[config.mk]
export PLATFORM = sky130hd
export DESIGN_NAME = endian_byte_serializer
export DESIGN_NICKNAME = d
export VERILOG_FILES = /design/src/rtl/endian_byte_serializer.sv
export SDC_FILE = /design/constraint.sdc
export NUM_CORES = 1
export LEC_CHECK = 0
export ABC_AREA = 0
export CAP_MARGIN = 20
export CELL_PAD_IN_SITES_DETAIL_PLACEMENT = 1
export CELL_PAD_IN_SITES_GLOBAL_PLACEMENT = 1
export CORE_ASPECT_RATIO = 1.1
export CORE_MARGIN = 5
export CORE_UTILIZATION = 47
export DETAILED_ROUTE_END_ITERATION = 7
export DONT_BUFFER_PORTS = 1
export GPL_TIMING_DRIVEN = 0
export PLACE_DENSITY_LB_ADDON = 0.1
export SLEW_MARGIN = 20
export SYNTH_ARGS = -nofsm -noshare
export SYNTH_HDL_FRONTEND = slang
export SYNTH_SLANG_ARGS = --single-unit
[constraint.sdc]
create_clock -name clk -period 3.3 [get_ports clk]
set_clock_uncertainty 0.1 [all_clocks]
set_input_delay 0.165 -clock clk [delete_from_list [all_inputs] [get_ports clk]]
set_output_delay 0.165 -clock clk [all_outputs]
set_load 0.01 [all_outputs]
[src/rtl/endian_byte_serializer.sv]
// Serializes one register value as a byte stream in little- or big-endian order,
// using the byteswap ALUControl/imm encoding (4'hd = LE, 4'he = BE; imm = 16/32/64).
module endian_byte_serializer #(
  parameter int DATA_W = 64
) (
  input  logic              clk,
  input  logic              rst_n,
  input  logic              in_valid,
  output logic              in_ready,
  input  logic [DATA_W-1:0] src,
  input  logic [DATA_W-1:0] imm,
  input  logic [3:0]        ALUControl,
  output logic              out_valid,
  input  logic              out_ready,
  output logic [7:0]        out_byte,
  output logic              out_last,
  output logic              err
);

  typedef enum logic [0:0] {
    IDLE = 1'b0,
    SEND = 1'b1
  } state_t;

  state_t            state_r, state_s;
  logic [DATA_W-1:0] src_r, src_s;
  logic              be_r, be_s;
  logic [2:0]        last_idx_r, last_idx_s;
  logic [2:0]        k_r, k_s;
  logic              in_ready_r, in_ready_s;
  logic              out_valid_r, out_valid_s;
  logic [7:0]        out_byte_r, out_byte_s;
  logic              out_last_r, out_last_s;
  logic              err_r, err_s;

  logic              legal_s;
  logic [2:0]        req_last_s;
  logic [2:0]        next_k_s;

  // Byte idx of a word; idx never exceeds the captured width's last byte.
  function automatic logic [7:0] pick_byte(input logic [DATA_W-1:0] v, input logic [2:0] idx);
    pick_byte = 8'(v >> {idx, 3'b000});
  endfunction

  // Request decode: legality and the index of the final byte (N-1).
  always_comb begin
    legal_s    = 1'b0;
    req_last_s = 3'd0;
    if ((ALUControl == 4'hd) || (ALUControl == 4'he)) begin
      if (imm == DATA_W'(16)) begin
        legal_s    = 1'b1;
        req_last_s = 3'd1;
      end else if (imm == DATA_W'(32)) begin
        legal_s    = 1'b1;
        req_last_s = 3'd3;
      end else if ((DATA_W == 64) && (imm == DATA_W'(64))) begin
        legal_s    = 1'b1;
        req_last_s = 3'd7;
      end else begin
        legal_s    = 1'b0;
        req_last_s = 3'd0;
      end
    end else begin
      legal_s    = 1'b0;
      req_last_s = 3'd0;
    end
  end

  // Next-state and next-output logic; every output is registered below.
  always_comb begin
    state_s     = state_r;
    src_s       = src_r;
    be_s        = be_r;
    last_idx_s  = last_idx_r;
    k_s         = k_r;
    in_ready_s  = in_ready_r;
    out_valid_s = out_valid_r;
    out_byte_s  = out_byte_r;
    out_last_s  = out_last_r;
    err_s       = 1'b0;
    next_k_s    = k_r + 3'd1;
    case (state_r)
      IDLE: begin
        in_ready_s  = 1'b1;
        out_valid_s = 1'b0;
        if (in_valid && in_ready_r) begin
          if (legal_s) begin
            state_s     = SEND;
            src_s       = src;
            be_s        = (ALUControl == 4'he);
            last_idx_s  = req_last_s;
            k_s         = 3'd0;
            in_ready_s  = 1'b0;
            out_valid_s = 1'b1;
            out_last_s  = 1'b0;
            out_byte_s  = pick_byte(src, (ALUControl == 4'he) ? req_last_s : 3'd0);
          end else begin
            err_s = 1'b1;
          end
        end else begin
          state_s = IDLE;
        end
      end
      SEND: begin
        in_ready_s = 1'b0;
        if (out_ready) begin
          if (k_r == last_idx_r) begin
            // Final byte taken: one idle cycle before the next accept.
            state_s     = IDLE;
            k_s         = 3'd0;
            in_ready_s  = 1'b1;
            out_valid_s = 1'b0;
            out_byte_s  = 8'h00;
            out_last_s  = 1'b0;
          end else begin
            k_s        = next_k_s;
            out_byte_s = pick_byte(src_r, be_r ? (last_idx_r - next_k_s) : next_k_s);
            out_last_s = (next_k_s == last_idx_r);
          end
        end else begin
          k_s = k_r;
        end
      end
      default: begin
        state_s     = IDLE;
        k_s         = 3'd0;
        in_ready_s  = 1'b1;
        out_valid_s = 1'b0;
        out_byte_s  = 8'h00;
        out_last_s  = 1'b0;
      end
    endcase
  end

  // State and output registers with asynchronous abort.
  always_ff @(posedge clk or negedge rst_n) begin
    if (!rst_n) begin
      state_r     <= IDLE;
      src_r       <= '0;
      be_r        <= 1'b0;
      last_idx_r  <= 3'd0;
      k_r         <= 3'd0;
      in_ready_r  <= 1'b1;
      out_valid_r <= 1'b0;
      out_byte_r  <= 8'h00;
      out_last_r  <= 1'b0;
      err_r       <= 1'b0;
    end else begin
      state_r     <= state_s;
      src_r       <= src_s;
      be_r        <= be_s;
      last_idx_r  <= last_idx_s;
      k_r         <= k_s;
      in_ready_r  <= in_ready_s;
      out_valid_r <= out_valid_s;
      out_byte_r  <= out_byte_s;
      out_last_r  <= out_last_s;
      err_r       <= err_s;
    end
  end

  assign in_ready  = in_ready_r;
  assign out_valid = out_valid_r;
  assign out_byte  = out_byte_r;
  assign out_last  = out_last_r;
  assign err       = err_r;

endmodule

==> reports/qor.yml <==
crit_path_start_kind: "register"
h-tree-depth: 3
gp_congestion: 0.758
period_share: 0.957
route.detailed.drc: 0
synth_area_leaders: "dfrtp_1 (48%), nand2_1 (18%), mux4_2 (8.2%), mux2i_1 (3.4%), nor4_1 (2.0%)"
slew_violations: 0
path_class: "reg2reg"
chipWidth_um: 102
worstMarginPinSlew_ns: 0.772
synth_nets: 612
synth_edf_count: 0
pin_count: 148
num_vias: 3917
drt-initial-drc-count: 193
drv_cap: 0
cts.clk_slew.worst_paths_ns: 0.09
cts_root_buffer: "clkbuf_8"
io_buffer_count: 0
hold_ws_ns: 0.00959
vdd.ir_drop.worst_mv: 0.258
finalHoldViolCount: 0
numCtsBuffers: 9
fp-row-count: 37
synth_common_cells: "nand2_1 (205), dfrtp_1 (83), nor2_1 (22), mux4_2 (16), mux2i_1 (15)"
ant_nets: 0
yosys_warnings: 0
clk_latency_ns: 0.36
routed_via_density: 5.78
rsz0062_at_grt: "false"
die_h_um: 111
dieArea_um2: 11300
synthesis.area_um2: 4370
diodes: 0
status: "completed"
core_region_area_um2: 9210
synth-main-ff-cell: "dfrtp_1"
start_util: 0.474
overflow: 0
drive_above_1_share: 0.0856
drtPass1Iterations: 4
wl_um: 15300
dp_hpwl_um: 10200
relSlewSlack: 0.480
yosys.area.top_type: "dfrtp_1"
cts_sinks: 84
synth_top_area_share: 0.476
syn_area_per_cell_um2: 9.25
area_delta_synth_final_pct: 26.4
antenna_found_initial: 0
cts_tree: "yes"
grt_max_degree: 85
async_flop_share: 1.00
ys_seq_elements: 84
clockBufferDepth: 2
worst_slack_ns: 0.143
final.min_clock_period_ns: 3.16
final_net_count: 696
p_leak_nw: 2.70
yosysMostFrequentCell: "nand2_1"
grt_first_pass_wirelength_um: 24600
power_per_cell_area_nw_per_um2: 360
wl_per_cell_um: 22.6
hold_class: "in2reg"
grt_pass1_vias: 4523
required_ns: 3.44
critPathArrivalTime_ns: 3.30
track_usage: 0.286
cp_max_fo: 10
end_kind: "register"
fmax_ghz: 0.317
synth_cells: 472
synth_seq_area_share: 0.482
dpl_worst_slack_ns: -0.560
final_util: 0.599
synth_cell_types: 49
setup_viol: 0
p_total_mw: 1.99
post_cts_buffers: 0
area by class of cell:
| type | instances | area (um^2) |
|---|---|---|
| fillers | 1062 | 3690 |
| multi-input cells | 358 | 2160 |
| flip-flops and latches | 84 | 2100 |
| repair buffers | 73 | 748 |
| well taps | 117 | 146 |
| clock buffers | 11 | 141 |
| plain buffers | 23 | 113 |
| clock inverters | 5 | 83.8 |
| inverters | 7 | 26.3 |
cell usage in the layout, fill, tap and decap left out, drive strengths merged, types with 4 or more instances in the layout:
cell         instances
nand2              205
dfrtp               83
dlygate4sd3         72
nor2                22
clkbuf              21
mux4                16
mux2i               16
nor4                14
buf                 14
o21ai               11
inv                  8
nor3                 7
xnor2                6
a22o                 5
nor3b                5
or3                  4
a211oi               4
a211o                4
and4                 4
worst paths after layout:
path | slack, ns | start | end | cells after the start
max in group asynchronous | 2.45 | rst_n | src_r[6] | 2
min | 0.01 | imm[4] | last_idx_r[1] | 2
min in group asynchronous | 0.29 | rst_n | k_r[1] | 2
max reg2reg | 0.14 | k_r[0] | out_byte[2] | 9
max | 0.14 | k_r[0] | out_byte[2] | 9
min reg2reg | 0.37 | last_idx_r[0] | last_idx_r[0] | 2
where the power goes:
group	internal (mW)	switching (mW)	total [mW]	leakage [nW]
clock network	0.450	0.390	0.840	0.106
registers	1.03	0.000577	1.03	1.16
logic	0.0696	0.0482	0.118	1.43
worst max-delay path: stages, from the launching register on:
cell     delay (ns)
dfrtp_1        0.44
ha_1           0.37
inv_1          0.13
fa_1           0.48
mux2i_4        0.35
buf_4          0.30
mux4_2         0.36
mux2i_1        0.15
nor3_1         0.07
a211o_1        0.30
state kept, by name, indices dropped and copies added, names as in the netlist:
signal      count
src_r          64
out_byte        8
k_r             3
last_idx_r      3
be_r            1
err             1
in_ready        1
out_last        1
out_valid       1
state_r         1
per-stage QoR:
stage,cell area (um^2),setup TNS (ns),instances
finish,5520,0,678
global route,5520,0,678
CTS,5500,0,678
detailed placement,4510,-2.57,589
global placement,4510,-2.26,589
floorplan,4370,0,472
kinds of logic after synthesis:
logic type,after synthesis,share of synthesized area
simple gates,276,0.275
compound gates,38,0.0630
flops,84,0.482
fa+ha+maj,4,0.0132
buf+inv,30,0.0309
mux,32,0.120
xor+xnor,8,0.0160
what timing repair did:
| item | in CTS | in global routing |
|---|---|---|
| pin swaps | 0 | 0 |
| hold buffers | 73 | 0 |
| endpoints found under the hold margin | 160 | 0 |
| endpoints found under the setup margin | 5 | 8 |
| gates resized for setup | 3 | 5 |
metal layers:
layer | up-vias | global-route usage | part of all wire
met4 | 0 | 0.0980 | 0.025
met2 | 113 | 0.496 | 0.53
met5 | - | 0 | 0
met3 | 29 | 0.0529 | 0.052
met1 | 2003 | 0.351 | 0.39
li1 | 1772 | - | -
Note: power is estimated with default switching activity, not from simulation.
